**src/rtl/i2s_pkg.sv**
```systemverilog
// Shared definitions for the I2S transmitter.
//   LEFT / RIGHT : word-select encoding driven on lrclk_o.
//   frame_period : clk_i cycles per I2S frame for a given slot width and
//                  half-bit-clock divider (two slots, two halves per bit).
package i2s_pkg;

    localparam logic LEFT  = 1'b0;
    localparam logic RIGHT = 1'b1;

    function automatic int frame_period(input int slot_bits, input int clk_div);
        return 4 * slot_bits * clk_div;
    endfunction

endpackage

```
**src/rtl/i2s_tx_bclk_gen.sv**
```systemverilog
// Bit-clock generator for the I2S transmitter.
//   clk_i    : system clock
//   reset_ni : synchronous active-low reset
//   bclk_o   : registered bit clock, toggles every clk_div_p cycles
//   fall_o   : asserted in the cycle whose closing clk_i edge drives bclk_o
//              from 1 to 0, so the caller's registers update on the same
//              edge as the falling bit clock
module bclk_gen #(
    parameter int clk_div_p = 4
) (
    input  logic clk_i,
    input  logic reset_ni,
    output logic bclk_o,
    output logic fall_o
);

    localparam int CNT_W = (clk_div_p > 1) ? $clog2(clk_div_p) : 1;
    localparam logic [CNT_W-1:0] CNT_LAST = CNT_W'(clk_div_p - 1);

    logic [CNT_W-1:0] cnt_q;
    logic             wrap;

    assign wrap   = (cnt_q == CNT_LAST);
    assign fall_o = wrap && bclk_o;

    always_ff @(posedge clk_i) begin
        if (!reset_ni) begin
            cnt_q  <= '0;
            bclk_o <= 1'b0;
        end else if (wrap) begin
            cnt_q  <= '0;
            bclk_o <= ~bclk_o;
        end else begin
            cnt_q  <= cnt_q + 1'b1;
        end
    end

endmodule

```
**src/rtl/i2s_tx.sv**
```systemverilog
// I2S transmitter: takes one signed sample per frame from a valid/ready
// stream and sends it MSB-first, left-justified, on both channels with the
// standard one-bit delay after the word-select edge.
//   clk_i      : system clock
//   reset_ni   : synchronous active-low reset
//   valid_i    : upstream sample valid
//   data_i     : upstream sample (two's complement, width_p bits)
//   ready_o    : holding register empty; transfer on valid_i & ready_o
//   bclk_o     : I2S bit clock
//   lrclk_o    : I2S word select (LEFT = 0, RIGHT = 1)
//   sdata_o    : I2S serial data
//   underrun_o : one-cycle pulse when a frame starts with no sample held
module i2s_tx
    import i2s_pkg::*;
#(
    parameter int width_p      = 12,
    parameter int slot_width_p = 16,
    parameter int clk_div_p    = 4
) (
    input  logic                      clk_i,
    input  logic                      reset_ni,
    input  logic                      valid_i,
    input  logic signed [width_p-1:0] data_i,
    output logic                      ready_o,
    output logic                      bclk_o,
    output logic                      lrclk_o,
    output logic                      sdata_o,
    output logic                      underrun_o
);

    localparam int FRAME_BITS = 2 * slot_width_p;
    localparam int BIT_W      = $clog2(FRAME_BITS);
    localparam logic [BIT_W-1:0] LAST_BIT    = BIT_W'(FRAME_BITS - 1);
    // Word select leads each slot MSB by one bit.
    localparam logic [BIT_W-1:0] RIGHT_FIRST = BIT_W'(slot_width_p - 1);
    localparam logic [BIT_W-1:0] RIGHT_LAST  = BIT_W'(FRAME_BITS - 2);

    if (slot_width_p < width_p) begin : g_bad_slot
        $error("i2s_tx: slot_width_p must be >= width_p");
    end
    if (clk_div_p < 1) begin : g_bad_div
        $error("i2s_tx: clk_div_p must be >= 1");
    end

    // Left-justify the sample in a slot and duplicate it for both channels.
    function automatic logic [FRAME_BITS-1:0] build_frame(
        input logic signed [width_p-1:0] sample
    );
        logic [slot_width_p-1:0] slot;
        slot = '0;
        slot[slot_width_p-1 -: width_p] = sample;
        return {slot, slot};
    endfunction

    logic                      fall;
    logic                      load;
    logic                      accept;
    logic                      full_q;
    logic signed [width_p-1:0] hold_q;
    logic [BIT_W-1:0]          b_q;
    logic [BIT_W-1:0]          b_next;
    logic [FRAME_BITS-1:0]     shreg_q;
    logic [FRAME_BITS-1:0]     frame_w;

    bclk_gen #(
        .clk_div_p (clk_div_p)
    ) u_bclk_gen (
        .clk_i    (clk_i),
        .reset_ni (reset_ni),
        .bclk_o   (bclk_o),
        .fall_o   (fall)
    );

    assign ready_o = !full_q;
    assign accept  = valid_i && !full_q;
    assign load    = fall && (b_q == LAST_BIT);

    always_comb begin
        b_next  = (b_q == LAST_BIT) ? '0 : b_q + 1'b1;
        // An empty holding register at load time sends a silent frame.
        frame_w = full_q ? build_frame(hold_q) : '0;
    end

    // Sample storage: no reset needed, validity is carried by full_q.
    always_ff @(posedge clk_i) begin
        if (accept) begin
            hold_q <= data_i;
        end
    end

    always_ff @(posedge clk_i) begin
        if (!reset_ni) begin
            b_q        <= LAST_BIT;
            lrclk_o    <= LEFT;
            sdata_o    <= 1'b0;
            underrun_o <= 1'b0;
            full_q     <= 1'b0;
            shreg_q    <= '0;
        end else begin
            underrun_o <= 1'b0;
            if (fall) begin
                b_q     <= b_next;
                lrclk_o <= (b_next >= RIGHT_FIRST && b_next <= RIGHT_LAST) ? RIGHT : LEFT;
                if (load) begin
                    // The frame MSB goes straight out; the rest waits in shreg_q.
                    sdata_o    <= frame_w[FRAME_BITS-1];
                    shreg_q    <= frame_w << 1;
                    underrun_o <= !full_q;
                end else begin
                    sdata_o    <= shreg_q[FRAME_BITS-1];
                    shreg_q    <= shreg_q << 1;
                end
            end
            // accept needs an empty register, so it never collides with a
            // load that drains a full one; an accept during an underrun
            // load is kept for the next frame.
            if (accept) begin
                full_q <= 1'b1;
            end else if (load) begin
                full_q <= 1'b0;
            end
        end
    end

endmodule

```
**config.mk**
```make
export PLATFORM = sky130hd
export DESIGN_NAME = i2s_tx
export DESIGN_NICKNAME = d
export VERILOG_FILES = /design/src/rtl/i2s_pkg.sv /design/src/rtl/i2s_tx_bclk_gen.sv /design/src/rtl/i2s_tx.sv
export SDC_FILE = /design/constraint.sdc
export NUM_CORES = 1
export LEC_CHECK = 0
export ABC_CLOCK_PERIOD_IN_PS = 1710
export BUFFER_PORTS_ARGS = -buffer_cell sky130_fd_sc_hd__buf_2
export CAP_MARGIN = 25
export CELL_PAD_IN_SITES_DETAIL_PLACEMENT = 1
export CELL_PAD_IN_SITES_GLOBAL_PLACEMENT = 1
export CORE_MARGIN = 2
export CORE_UTILIZATION = 37
export CTS_BUF_LIST = sky130_fd_sc_hd__clkbuf_8
export DETAILED_ROUTE_END_ITERATION = 10
export PLACE_DENSITY = 0.79
export SYNTH_ARGS = -nofsm -noshare
export SYNTH_HDL_FRONTEND = slang
export SYNTH_SLANG_ARGS = --single-unit
```
**constraint.sdc**
```tcl
create_clock -name clk_i -period 1.71 [get_ports clk_i]
set_input_delay 0.171 -clock clk_i [delete_from_list [all_inputs] [get_ports clk_i]]
set_output_delay 0.171 -clock clk_i [all_outputs]
set_load 0.005 [all_outputs]
```
---- Word-level counts from Yosys, hierarchy flattened ----
Index checks and enable logic that the tools add are counted.
storage, ports and cells
  logic and storage cells ................. 32
  output and inout bits ................... 5
  input port bits ......................... 15
  bits in registers ....................... 56
operators by class
  reductions and logical operators ........ 8
  magnitude comparators ................... 2
  bitwise gates (word level) .............. 2
  equal/unequal tests ..................... 2
  add/sub/neg operators ................... 2
  mux-type cells .......................... 7
operator list
  kind                                                               count
  two-way mux 32 bit                                                 2
  adder 5 x 1 -> 5 bit, second input constant                        1
  == test 5 bit, second input constant                               1
  greater-or-equal comparator 5 x 4 -> 1 bit, second input constant  1
  less-or-equal comparator 5 bit, second input constant              1
  two-way mux 5 bit                                                  1
  logical AND 1 bit                                                  4
  two-way mux 1 bit                                                  4
  AND reduction 3 bit                                                1
  adder 2 x 1 -> 2 bit, second input constant                        1
  == test 2 bit, second input constant                               1
  inverter 1 bit                                                     2
  nonzero test 2 bit                                                 1
  OR reduction 2 bit                                                 1
  logical NOT 1 bit                                                  1

---- Logic depth before layout (Yosys ltp) ----
Gate-level depths: netlist of run 1.
  depth in word-level cells ............... 5
  mapped depth ............................ 8
  depth with buffers taken out ............ 6

---- Modules after synthesis ----
Synthesis of run 1 repeated with hierarchy kept, for this count alone.
second synthesis, totals
  cells, all modules ...................... 210
  area, all modules ....................... 2,031.9 µm²
modules (own cells, without submodules)
  module    seq. area each (µm²)  cells an instance  instances  area an instance (µm²)
  i2s_tx    1,081.0               201                1          1,919.3
  bclk_gen  60.1                  9                  1          112.6

---- Worst setup path after synthesis of run 1 ----
OpenSTA, ideal clock, no wires.
  path type ............................... reg-to-reg
  start point ............................. register b_q[0]
  end point ............................... register lrclk_o
  arrival ................................. 1.671 ns
  clock period less this slack ............ 1.745 ns
  library setup time ...................... 0.074 ns
  path slack .............................. -0.035 ns
  path buffers ............................ 0
  stages on the path, launching flop included .. 7
  required time ........................... 1.636 ns
  cells stage by stage .................... dfxtp_1 > ha_1 > and3_2 > ha_1 > nand4bb_1 > or3_1 > a31oi_1
between the ends
  word-level cells in the longest chain between the ends .. 5
  elaborated cells on any way between the ends .. 7
  classes of those cells .................. 1 x add/sub; 2 x order compare; 1 x eq/ne; 2 x mux; 1 x reduce/logical
ends and longest elaborated chain
  element                                                                                              line           RTL
  start, declared                                                                                      i2s_tx.sv:60   logic [BIT_W-1:0] b_q;
  start signal, assigned                                                                               i2s_tx.sv:102  b_q <= b_next;
  adder 5 x 1 -> 5 bit / == test 5 bit (equally long branches)                                         i2s_tx.sv:79   b_next = (b_q == LAST_BIT) ? '0 : b_q + 1'b1;
  two-way mux 5 bit (*)                                                                                i2s_tx.sv:79
  greater-or-equal comparator 5 x 4 -> 1 bit / less-or-equal comparator 5 bit (equally long branches)  i2s_tx.sv:103  lrclk_o <= (b_next >= RIGHT_FIRST && b_next <= RIGHT_LAST) ? RIGHT : LEFT;
  logical AND 1 bit (*)                                                                                i2s_tx.sv:103
  two-way mux 1 bit (*)                                                                                i2s_tx.sv:103
  end signal, assigned                                                                                 i2s_tx.sv:103
  end, declared                                                                                        i2s_tx.sv:26   output logic lrclk_o,
Every way passes the cells marked *; elsewhere a longest branch is shown, timed or not.
A chain may end at the register's enable or synchronous reset.

---- Final worst setup path of run 1 ----
Ends and elaborated chain as after synthesis.

==> impl_summary.txt, run 1 <==
----------------------------------------------------
[Status]
  Status ... finished, final reports clean

[Worst hold path]
  Hold WC Path Type ... input pin to flip-flop

[Power and ir drop]
  Power consumption ... 2.07 mW
  Ratio of total power to cell area ... 893 nW/um2
  Static power due to leakage ... 0.946 nW
  Maximum VDD drop ... 0.448 mV

[CTS]
  Deepest clock path buffer count ... 2
  Insertion delay of the later-clocked pin in the worst-skew pair ... 0.30 ns
  Hold-fix buffer count after cts ... 0
  Cts bufs inserted ... 5
  CTS HTree Levels ... 2
  Buffer cell driving the clock tree root ... sky130_fd_sc_hd__clkbuf_8
  Number of sinks on the clock net ... between 50 and 60
  Clock edge transition at the registers on the reported setup and hold paths ... 0.09 ns
  TritonCTS clock tree ... done

[Place]
  Routability congestion estimate from global placement ... approximately 0.77
  Count of port buffers added during placement ... 19
  Post-placement worst setup slack ... -0.0355 ns
  Dpl cell area ... 2180 um2
  Placed wire-length estimate after detailed placement ... 2880 um

[Yosys]
  Yosys Warn Count ... 0
  Number of unique standard cell types used by synthesis ... 30
  Most used flip-flop cell after synthesis ... sky130_fd_sc_hd__dfxtp_1
  Post-synth top area cell ... sky130_fd_sc_hd__dfxtp_1
  Most frequently used cell type in the post-synthesis netlist ... sky130_fd_sc_hd__a21oi_1
  Average cell area after synthesis ... 9.69 um2
  Part of the Yosys area used for sequential elements ... 0.586
  Share of synthesized flip-flops with an asynchronous set or reset ... 0
  Cells after Synth ... 201
  Top post-synthesis cells by area ... sky130_fd_sc_hd__dfxtp_1, sky130_fd_sc_hd__edfxtp_1, sky130_fd_sc_hd__a21oi_1
  Post-synth top area share ... 0.401
  Synthesized flop and latch total ... between 50 and 60
  Commonest cells in the netlist ... sky130_fd_sc_hd__a21oi_1, sky130_fd_sc_hd__dfxtp_1, sky130_fd_sc_hd__o21ai_0, sky130_fd_sc_hd__nand2_1, sky130_fd_sc_hd__edfxtp_1
  Total nets after synthesis ... 219
  Cell area after synthesis ... 1950 um2
  Number of enable-type register cells in the synthesized netlist ... 12

[Global route]
  Pin count of the biggest net entering global routing ... 40
  Number of global-route vias before repair ... 1546
  Global-route wire length before repair ... 7190 um
  Overflow left after global routing ... 0
  Number of antenna violations at the first check in global routing ... 0
  Global-route usage over all layers ... 0.149

[Finish]
  Final net count ... 248
  Area growth from synthesis to layout ... 18.8%
  Number of fill cells in the layout ... 595
  Layout Utilization ... 0.453
  Diode count ... 0
  Area of all placed cells without fillers ... 2310 um2
  Share of final-layout standard cells stronger than drive strength 1 ... 0.208

[Timing]
  Final count of negative-setup-slack endpoints ... 0
  Transition at the pin with the smallest max-transition slack ... 0.580 ns
  Max Transition Viols Final ... 0
  Setup repair after global routing missed its margin ... false
  Final period util ... 0.941
  Endpoints failing hold ... 0
  Fmax achieved ... between 0.6 and 0.7 GHz
  Worst clock skew ... between 0.003 and 0.004 ns
  Worst slew margin relative to its limit ... 0.613
  Post-layout minimum cycle time ... approximately 1.6 ns
  Post-route worst hold slack ... 0.0412 ns
  Final setup slack of the worst path ... 0.101 ns

[Worst setup path]
  Worst endpoint required time ... 1.94 ns
  Critical path data arrival time ... approximately 1.8 ns
  Critical Setup Path Class ... flip-flop to flip-flop
  Crit. End Element ... flip-flop
  Maximum fanout along the worst path ... 5
  Crit path launch type ... flip-flop

[Run]
  Max Cap Viol ... 0

[Drt]
  Vias per Instance ... 5.13
  Vias after detailed routing ... approximately 1500
  Count of antenna-violating nets left after detailed routing ... 0
  First drt pass iteration count ... 4
  Residual DRC ... 0
  Initial DRC Count ... 63
  Total routed wirelength ... 4290 um
  Routed wire per std cell ... 14.3 um

[Floorplan]
  Die X ... ~77 um
  Row count ... 26
  Chip Height ... 76.5 um
  Initial Util ... 0.381
  Core area ... roughly 5100 um2
  I/O pin count ... 20
  Floorplan die area ... about 6000 um2

----------------------------------------------------
## placed cells by master (no fill, tap or decap), types with 3 or more instances in the layout
cell type / count
sky130_fd_sc_hd__edfxtp_1: 12
sky130_fd_sc_hd__dfxtp_1: 38
sky130_fd_sc_hd__a21boi_0: 3
sky130_fd_sc_hd__o21ai_0: 27
sky130_fd_sc_hd__a21oi_1: 45
sky130_fd_sc_hd__and2_1: 3
sky130_fd_sc_hd__nand3_1: 7
sky130_fd_sc_hd__nor2_1: 3
sky130_fd_sc_hd__clkbuf_8: 5
sky130_fd_sc_hd__buf_2: 19
sky130_fd_sc_hd__buf_4: 16
sky130_fd_sc_hd__inv_1: 5
sky130_fd_sc_hd__nand2_1: 21
## metrics by stage
stage,cells,setup TNS [ns]
2_1_floorplan,201,0
3_3_place_gp,290,0
3_5_place_dp,290,-0.0396
4_1_cts,298,0
5_1_grt,301,0
6_report,301,0
## metal layers
metal,vias to the layer above,track usage,part of all wire
met4,0,0.0273,0.0072
met1,746,0.184,0.46
met2,20,0.267,0.51
met3,3,0.0355,0.026
met5,-,0,0
li1,774,-,-
## repair_timing
action / 4_1_cts / 5_1_grt
gates cloned: 0 / 0
setup endpoints to repair: 13 / 29
resized for setup: 1 / 7
buffers inserted: 0 / 3
endpoints found under the hold margin: 0 / 0
pin swaps: 0 / 3
## report_power, final
part / switching (mW) / internal [mW] / total [mW] / leakage [nW]
clock: 0.376 / 0.274 / 0.650 / 0.0519
combinational: 0.0753 / 0.0612 / 0.137 / 0.465
sequential: 0.0144 / 1.27 / 1.28 / 0.429
total: 0.466 / 1.60 / 2.07 / 0.946
## registers in the layout, indices dropped and copies added, names as in the netlist, 2 cells and up
| name | count |
|---|---|
| b_q | 5 |
| u_bclk_gen.cnt_q | 2 |
| shreg_q | 27 |
| hold_q | 12 |
## logic make-up after synthesis
| group | after synthesis | synth area share |
|---|---|---|
| adders and majority gates | 3 | 0.0193 |
| buffers and inverters | 18 | 0.0437 |
| AOI/OAI and AO/OA | 84 | 0.233 |
| DFF | 51 | 0.586 |
| and+or+nand+nor | 43 | 0.109 |
| xor gates and xnor gates | 2 | 0.00900 |
## final cells by class
type | instances | area [um2] | share of cell area
sequential | 51 | 1140 | 0.494
multi-input combinational | 132 | 742 | 0.321
timing repair buffer | 37 | 246 | 0.107
tap | 70 | 87.6 | 0.0379
clock buffer | 5 | 68.8 | 0.0297
inverter | 3 | 15.0 | 0.00649
clock inverter | 3 | 11.3 | 0.00487
## worst max-delay path: stages (launching register included)
cell and delay [ns]:
sky130_fd_sc_hd__dfxtp_2 0.33, sky130_fd_sc_hd__ha_2 0.18, sky130_fd_sc_hd__and3_4 0.18, sky130_fd_sc_hd__ha_4 0.18, sky130_fd_sc_hd__nand4bb_1 0.19, sky130_fd_sc_hd__or3_1 0.38, sky130_fd_sc_hd__a31oi_1 0.12
## final timing paths
check	from	cells after the start	slack, ns	end
max	b_q[0]	6	0.10	lrclk_o
max reg2reg	b_q[0]	6	0.10	lrclk_o
min reg2reg	u_bclk_gen.cnt_q[0]	1	0.44	u_bclk_gen.cnt_q[0]
min	data_i[6]	1	0.04	hold_q[6]
(Power assumes the default switching activity.)
==> inputs of run 2 (changes only) <==
--- a/config.mk
+++ b/config.mk
@@ -5,8 +5,8 @@
 export SDC_FILE = /design/constraint.sdc
 export NUM_CORES = 1
 export LEC_CHECK = 0
-export ABC_CLOCK_PERIOD_IN_PS = 1710
-export BUFFER_PORTS_ARGS = -buffer_cell sky130_fd_sc_hd__buf_2
+export ABC_CLOCK_PERIOD_IN_PS = 1780
+export BUFFER_PORTS_ARGS = -buffer_cell sky130_fd_sc_hd__clkbuf_2
 export CAP_MARGIN = 25
 export CELL_PAD_IN_SITES_DETAIL_PLACEMENT = 1
 export CELL_PAD_IN_SITES_GLOBAL_PLACEMENT = 1
@@ -14,7 +14,7 @@
 export CORE_UTILIZATION = 37
 export CTS_BUF_LIST = sky130_fd_sc_hd__clkbuf_8
 export DETAILED_ROUTE_END_ITERATION = 10
-export PLACE_DENSITY = 0.79
+export PLACE_DENSITY = 0.77
 export SYNTH_ARGS = -nofsm -noshare
 export SYNTH_HDL_FRONTEND = slang
 export SYNTH_SLANG_ARGS = --single-unit
==> constraint.sdc (replaced) <==
create_clock -name clk_i -period 1.78 [get_ports clk_i]
set_input_delay 0.178 -clock clk_i [delete_from_list [all_inputs] [get_ports clk_i]]
set_output_delay 0.178 -clock clk_i [all_outputs]
set_load 0.005 [all_outputs]
==> run 2 against run 1 <==
Register-to-register slack about the same. Design area down 1.5%. Via count shrank 1.3%. Critical endpoint unchanged. Clock power is 3.7% higher. First-iteration DRC count decreased by 41%. Worst setup slack worse by 0.0025 ns. Sequential share of layout area is 0.68 points higher. Critical path type unchanged. Die area stayed put. Routed wire length is 2.8% lower.
==> impl_summary.txt, run 2 (synthesized netlist as in run 1, its figures left out) <==
----------------------------------------------------
[Floorplan]
  Chip Height ... 76.5 um (unchanged)
  Floorplan die area ... 5860 um2 (unchanged)
  Die X ... 76.5 um (unchanged)
  Row count ... 26 (unchanged)
  Core area ... 5110 um2 (unchanged)
  Initial Util ... 0.381 (unchanged)
  I/O pin count ... 20 (unchanged)

[Worst setup path]
  Worst Reg2Reg Path Length in Cells ... 6 (unchanged)
  Worst-case register-to-register setup slack ... 0.1 ns (was 0.10 ns)
  Critical Setup Path Class ... flip-flop to flip-flop (unchanged)
  Worst r2r dst ... lrclk_o (unchanged)
  Launch point of the worst reg-to-reg path ... b_q[0] (unchanged)
  Crit. End Element ... flip-flop (unchanged)
  Maximum fanout along the worst path ... 6 (was 5)
  Critical path data arrival time ... 1.92 ns (was 1.84 ns)
  Worst endpoint required time ... 2.02 ns (was 1.94 ns)
  Crit path launch type ... flip-flop (unchanged)

[Drt]
  Routed wl met2 ... 1980 um (was 2170 um)
  First drt pass iteration count ... 4 (unchanged)
  Vias after detailed routing ... 1523 (was 1543)
  Residual DRC ... 0 (unchanged)
  Detailed-route wire length on metal 1 ... 2020 um (was 1980 um)
  DR WL met3 ... 111 um (was 113 um)
  Routed wire per std cell ... 14.0 um (was 14.3 um)
  Top sig layer ... met4 (unchanged)
  Initial DRC Count ... 37 (was 63)
  Vias per Instance ... 5.13 (about the same)
  Total routed wirelength ... 4170 um (was 4290 um)
  Count of antenna-violating nets left after detailed routing ... 0 (unchanged)

[Finish]
  Area growth from synthesis to layout ... 17.1% (was 18.8%)
  Share of final-layout standard cells stronger than drive strength 1 ... 0.189 (was 0.208)
  Diode count ... 0 (unchanged)
  Most frequent standard cell in the layout excluding fill and tap cells ... sky130_fd_sc_hd__a21oi_1 (unchanged)
  Most flops, register ... shreg_q (unchanged)
  Commonest cells after routing, fill and taps aside ... sky130_fd_sc_hd__a21oi_1, sky130_fd_sc_hd__dfxtp_1, sky130_fd_sc_hd__o21ai_0 (unchanged)
  Number of fill cells in the layout ... 588 (was 595)
  Largest registers ... shreg_q: 27 flops, hold_q: 12 flops, b_q: 5 flops (unchanged)
  Largest register FFs ... 27 (unchanged)
  Final net count ... 244 (was 248)

[Timing]
  Setup repair after global routing missed its margin ... false (unchanged)
  Transition at the pin with the smallest max-transition slack ... 0.697 ns (was 0.580 ns)
  Endpoints failing hold ... 0 (unchanged)
  Worst clock skew ... 0.00426 ns (was 0.00322 ns)
  Fmax achieved ... 0.595 GHz (was 0.622 GHz)
  Post-layout minimum cycle time ... 1.68 ns (was 1.61 ns)
  Worst slew margin relative to its limit ... 0.535 (was 0.613)
  Final period util ... 0.944 (was 0.941)
  Sum of negative setup slack ... 0 ns (unchanged)
  Final count of negative-setup-slack endpoints ... 0 (unchanged)
  Final setup slack of the worst path ... 0.0988 ns (was 0.101 ns)
  Max Transition Viols Final ... 0 (unchanged)

[Place]
  Post-placement worst setup slack ... -0.0426 ns (was -0.0355 ns)
  Routability congestion estimate from global placement ... 0.783 (was 0.767)
  Count of port buffers added during placement ... 19 (unchanged)
  Placed wire-length estimate after detailed placement ... 2690 um (was 2880 um)

[CTS]
  Cts bufs inserted ... 5 (unchanged)
  Clock edge transition at the registers on the reported setup and hold paths ... 0.09 ns (about the same)
  TritonCTS clock tree ... done (unchanged)
  Buffer cell driving the clock tree root ... sky130_fd_sc_hd__clkbuf_8 (unchanged)
  CTS HTree Levels ... 2 (unchanged)
  Number of sinks on the clock net ... 51 (unchanged)
  Hold-fix buffer count after cts ... 0 (unchanged)
  Deepest clock path buffer count ... 2 (unchanged)
  Insertion delay of the later-clocked pin in the worst-skew pair ... 0.31 ns (was 0.30 ns)

[Global route]
  Global-route wire length before repair ... 7130 um (was 7190 um)
  Number of antenna violations at the first check in global routing ... 0 (unchanged)
  Pin count of the biggest net entering global routing ... 40 (unchanged)
  Global-route usage over all layers ... 0.153 (was 0.149)
  Overflow left after global routing ... 0 (unchanged)
  Number of global-route vias before repair ... 1501 (was 1546)

[Worst hold path]
  Hold WC Path Type ... input pin to flip-flop (unchanged)
  Number of instances on the worst hold path ... 1 (unchanged)
  Hold worst-path end ... hold_q[7] (was hold_q[6])
  Startpoint of the most critical hold path ... data_i[7] (was data_i[6])

[Status]
  Status ... finished, final reports clean (unchanged)

[Power and ir drop]
  Maximum VDD drop ... 0.528 mV (was 0.448 mV)
  Ratio of total power to cell area ... 889 nW/um2 (was 893 nW/um2)
  Static power due to leakage ... 0.936 nW (was 0.946 nW)

[Run]
  Max Cap Viol ... 0 (unchanged)

----------------------------------------------------
## run 2: cell types whose count changed in the layout (fill, tap and decap cells not counted), sizes merged
cell	change
buf	-23
clkbuf	+19
## run 2: layer usage
metal	GRT usage	vias to the layer above
li1	-	766
met1	0.191	734
met2	0.254	18
met3	0.0367	5
met4	0.0600	0
met5	0	-
## run 2: worst max-delay path, cell delays in order, from the launching register on
cell	delay, ns
sky130_fd_sc_hd__dfxtp_1	0.33
sky130_fd_sc_hd__ha_1	0.21
sky130_fd_sc_hd__and3_4	0.19
sky130_fd_sc_hd__ha_4	0.17
sky130_fd_sc_hd__nand4bb_1	0.19
sky130_fd_sc_hd__or3_1	0.38
sky130_fd_sc_hd__a31oi_1	0.15
## run 2: metrics by stage
step           area [um2]   util  power [mW]  std cells  hold slack (ns)
2_1_floorplan        1950      -        1.32        201            0.277
3_3_place_gp         2170  0.426        1.37        289            0.354
3_5_place_dp         2170  0.426        1.38        289            0.357
4_1_cts              2260  0.443        2.05        297           0.0281
5_1_grt              2280  0.446        2.11        297           0.0220
6_report             2280  0.446        2.03        297           0.0383
## run 2: repair_timing
| item | 4_1_cts | 5_1_grt |
|---|---|---|
| endpoints found under the setup margin | 18 | 15 |
| setup buffers | 0 | 0 |
| gates resized for setup | 2 | 3 |
| cloned | 0 | 0 |
| pin swaps | 0 | 3 |
## run 2: how the worst max path moves through the flow
| stage | startpoint | to | slack [ns] |
|---|---|---|---|
| after CTS | b_q[0] | shreg_q[10] | 0.04 |
| after detailed placement | b_q[0] | shreg_q[25] | -0.04 |
| final | b_q[0] | lrclk_o | 0.1 |
| after floorplan | b_q[0] | lrclk_o | 0.03 |
| after global routing | b_q[0] | lrclk_o | 0.004 |
| after global placement | b_q[0] | shreg_q[26] | 0.05 |
## run 2: layout make-up
class                           instances  area (um2)  share of cell area
Sequential cell                        51        1140               0.501
Multi-Input combinational cell        132         738               0.324
Timing Repair Buffer                   33         213              0.0933
Tap cell                               70        87.6              0.0384
Clock buffer                            5        68.8              0.0302
Clock inverter                          3        20.0             0.00878
Inverter                                3        11.3             0.00494
## run 2: power by group
group          switching [mW]  internal, mW
Sequential             0.0129          1.22
Combinational          0.0713        0.0534
Clock                   0.396         0.277
Total                   0.480          1.55
==> inputs of run 3 (changes only) <==
--- a/config.mk
+++ b/config.mk
@@ -13,8 +13,10 @@
 export CORE_MARGIN = 2
 export CORE_UTILIZATION = 37
 export CTS_BUF_LIST = sky130_fd_sc_hd__clkbuf_8
+export CTS_CLUSTER_SIZE = 20
 export DETAILED_ROUTE_END_ITERATION = 10
 export PLACE_DENSITY = 0.77
+export REMOVE_ABC_BUFFERS = 1
 export SYNTH_ARGS = -nofsm -noshare
 export SYNTH_HDL_FRONTEND = slang
 export SYNTH_SLANG_ARGS = --single-unit
==> run 3 against run 2 <==
Sequential share of layout area is 1.0 points higher. Non-clock buffer count is 1 lower. Power is 3.3% lower. Via count is 0.46% lower. First-iteration DRC count grew to 3.4 times the previous value.
==> impl_summary.txt, run 3 (synthesized netlist as in run 1, its figures left out) <==
----------------------------------------------------
[Timing]
  Final period util ... 0.950 (was 0.944)
  Worst clock skew ... 0.00394 ns (was 0.00426 ns)
  Fmax achieved ... 0.591 GHz (was 0.595 GHz)
  Max Transition Viols Final ... 0 (unchanged)
  Post-layout minimum cycle time ... 1.69 ns (was 1.68 ns)
  Sum of negative setup slack ... 0 ns (unchanged)
  Endpoints failing hold ... 0 (unchanged)
  Worst slew margin relative to its limit ... 0.558 (was 0.535)
  Transition at the pin with the smallest max-transition slack ... 0.663 ns (was 0.697 ns)
  Final count of negative-setup-slack endpoints ... 0 (unchanged)
  Setup repair after global routing missed its margin ... false (unchanged)

[Run]
  Max Cap Viol ... 0 (unchanged)

[Finish]
  Final net count ... 243 (was 244)
  Commonest cells after routing, fill and taps aside ... sky130_fd_sc_hd__a21oi_1, sky130_fd_sc_hd__dfxtp_1, sky130_fd_sc_hd__o21ai_0 (unchanged)
  Largest registers ... shreg_q: 27 flops, hold_q: 12 flops, b_q: 5 flops (unchanged)
  Area growth from synthesis to layout ... 14.9% (was 17.1%)
  Register Area ... 1140 um2 (about the same)
  Diode count ... 0 (unchanged)
  Most flops, register ... shreg_q (unchanged)
  Number of standard cells in the final layout excluding fillers ... 296 (was 297)
  Number of fill cells in the layout ... 610 (was 588)
  Most frequent standard cell in the layout excluding fill and tap cells ... sky130_fd_sc_hd__a21oi_1 (unchanged)
  Area used by multi-input combinational logic ... 723 um2 (was 738 um2)
  Largest register FFs ... 27 (unchanged)
  Share of final-layout standard cells stronger than drive strength 1 ... 0.177 (was 0.189)

[Worst setup path]
  Worst Reg2Reg Path Length in Cells ... 6 (unchanged)
  Crit path launch type ... flip-flop (unchanged)
  Launch point of the worst reg-to-reg path ... b_q[1] (was b_q[0])
  Cell with the largest stage delay on the worst path ... sky130_fd_sc_hd__or3_1 (unchanged)
  Worst endpoint required time ... 2.01 ns (was 2.02 ns)
  Worst r2r dst ... lrclk_o (unchanged)
  Largest incremental delay on the critical path ... 0.35 ns (was 0.38 ns)
  Crit. End Element ... flip-flop (unchanged)
  Critical path buffers and inverters ... 0 (unchanged)
  Cells along the critical path ... ha_1, and3_2, ha_2, nand4bb_1, or3_1, a31oi_1 (was ha_1, and3_4, ha_4, nand4bb_1, or3_1, a31oi_1)
  Maximum fanout along the worst path ... 4 (was 6)
  Worst path top cell family by delay ... simple AND/OR/NAND/NOR gates (unchanged)
  Critical path data arrival time ... 1.92 ns (about the same)
  Critical Setup Path Class ... flip-flop to flip-flop (unchanged)
  Worst-case register-to-register setup slack ... 0.09 ns (was 0.1 ns)

[Global route]
  Global-route wire length before repair ... 7110 um (was 7130 um)
  Number of antenna violations at the first check in global routing ... 0 (unchanged)
  Global-route usage over all layers ... 0.150 (was 0.153)
  Overflow left after global routing ... 0 (unchanged)
  Number of global-route vias before repair ... 1500 (was 1501)
  Pin count of the biggest net entering global routing ... 40 (unchanged)

[Drt]
  Residual DRC ... 0 (unchanged)
  Vias after detailed routing ... 1516 (was 1523)
  Vias per Instance ... 5.12 (was 5.13)
  Count of antenna-violating nets left after detailed routing ... 0 (unchanged)
  First drt pass iteration count ... 4 (unchanged)
  Total routed wirelength ... 3980 um (was 4170 um)
  Initial DRC Count ... 127 (was 37)
  Routed wire per std cell ... 13.4 um (was 14.0 um)

[CTS]
  Count of buffers added by post-CTS timing repair for setup ... 0 (unchanged)
  Deepest clock path buffer count ... 2 (unchanged)
  Clock edge transition at the registers on the reported setup and hold paths ... 0.08 ns (was 0.09 ns)
  Number of sinks on the clock net ... 51 (unchanged)
  TritonCTS clock tree ... done (unchanged)
  CTS HTree Levels ... 2 (unchanged)
  Insertion delay of the later-clocked pin in the worst-skew pair ... 0.30 ns (was 0.31 ns)
  Hold-fix buffer count after cts ... 0 (unchanged)
  Cells resized by post-CTS repair ... 0 (was 2)
  Buffer cell driving the clock tree root ... sky130_fd_sc_hd__clkbuf_8 (unchanged)
  Cts bufs inserted ... 5 (unchanged)

[Place]
  Routability congestion estimate from global placement ... 0.704 (was 0.783)
  Count of port buffers added during placement ... 19 (unchanged)
  Placed wire-length estimate after detailed placement ... 2770 um (was 2690 um)
  Placed cell count ... 288 (was 289)

[Status]
  Status ... finished, final reports clean (unchanged)

[Power and ir drop]
  Static power due to leakage ... 0.924 nW (was 0.936 nW)
  Maximum VDD drop ... 0.385 mV (was 0.528 mV)
  Ratio of total power to cell area ... 876 nW/um2 (was 889 nW/um2)

[Floorplan]
  Initial Util ... 0.381 (unchanged)
  I/O pin count ... 20 (unchanged)
  Chip Height ... 76.5 um (unchanged)
  Floorplan die area ... 5860 um2 (unchanged)
  Row count ... 26 (unchanged)
  Core area ... 5110 um2 (unchanged)
  Die X ... 76.5 um (unchanged)

[Worst hold path]
  Hold WC Path Type ... input pin to flip-flop (unchanged)
  Number of instances on the worst hold path ... 1 (unchanged)
  Hold worst-path end ... hold_q[5] (was hold_q[7])
  Startpoint of the most critical hold path ... data_i[5] (was data_i[7])

----------------------------------------------------
run 3: cell types whose count changed in the layout (fill, tap and decap cells not counted), sizes merged:
cell      previous run  this run
clkinvlp             1         0
inv                  5         6
buf                 14        13
run 3: final cells by class:
class | instances | share of cell area
Sequential cell | 51 | 0.511
Multi-Input combinational cell | 132 | 0.323
Timing Repair Buffer | 32 | 0.0861
Tap cell | 70 | 0.0391
Clock buffer | 5 | 0.0308
Clock inverter | 3 | 0.00503
Inverter | 3 | 0.00503
run 3: per-stage QoR:
stage	power [mW]	setup WS, ns	hold slack (ns)	utilization	instance area [um2]
after floorplan	1.31	-0.170	0.250	-	1870
after global placement	1.37	0.0945	0.355	0.422	2150
after detailed placement	1.38	0.0451	0.357	0.422	2150
after CTS	1.99	0.0274	0.0390	0.437	2230
after global routing	2.07	0.00542	0.0327	0.438	2240
final	1.96	0.0889	0.0511	0.438	2240
run 3: routing by layer:
layer | vias up | global-route usage | routed length, um
li1 | 763 | - | -
met1 | 730 | 0.194 | 1960
met2 | 19 | 0.245 | 1870
met3 | 4 | 0.0367 | 112
met4 | 0 | 0.0545 | 31
met5 | - | 0 | 0
run 3: power by group:
group,leakage (nW),internal (mW),switching (mW)
registers,0.429,1.22,0.0142
logic,0.443,0.0500,0.0686
clock network,0.0519,0.263,0.348
total,0.924,1.53,0.431
run 3: worst max path at each step:
stage                 from  endpoint  slack, ns  cells past startpoint
finish              b_q[1]   lrclk_o       0.09                      6
global route        b_q[1]   lrclk_o      0.005                      6
CTS                 b_q[1]   lrclk_o       0.03                      6
detailed placement  b_q[1]   lrclk_o       0.05                      6
global placement    b_q[1]   lrclk_o       0.09                      6
floorplan           b_q[0]    b_q[3]      -0.17                      6
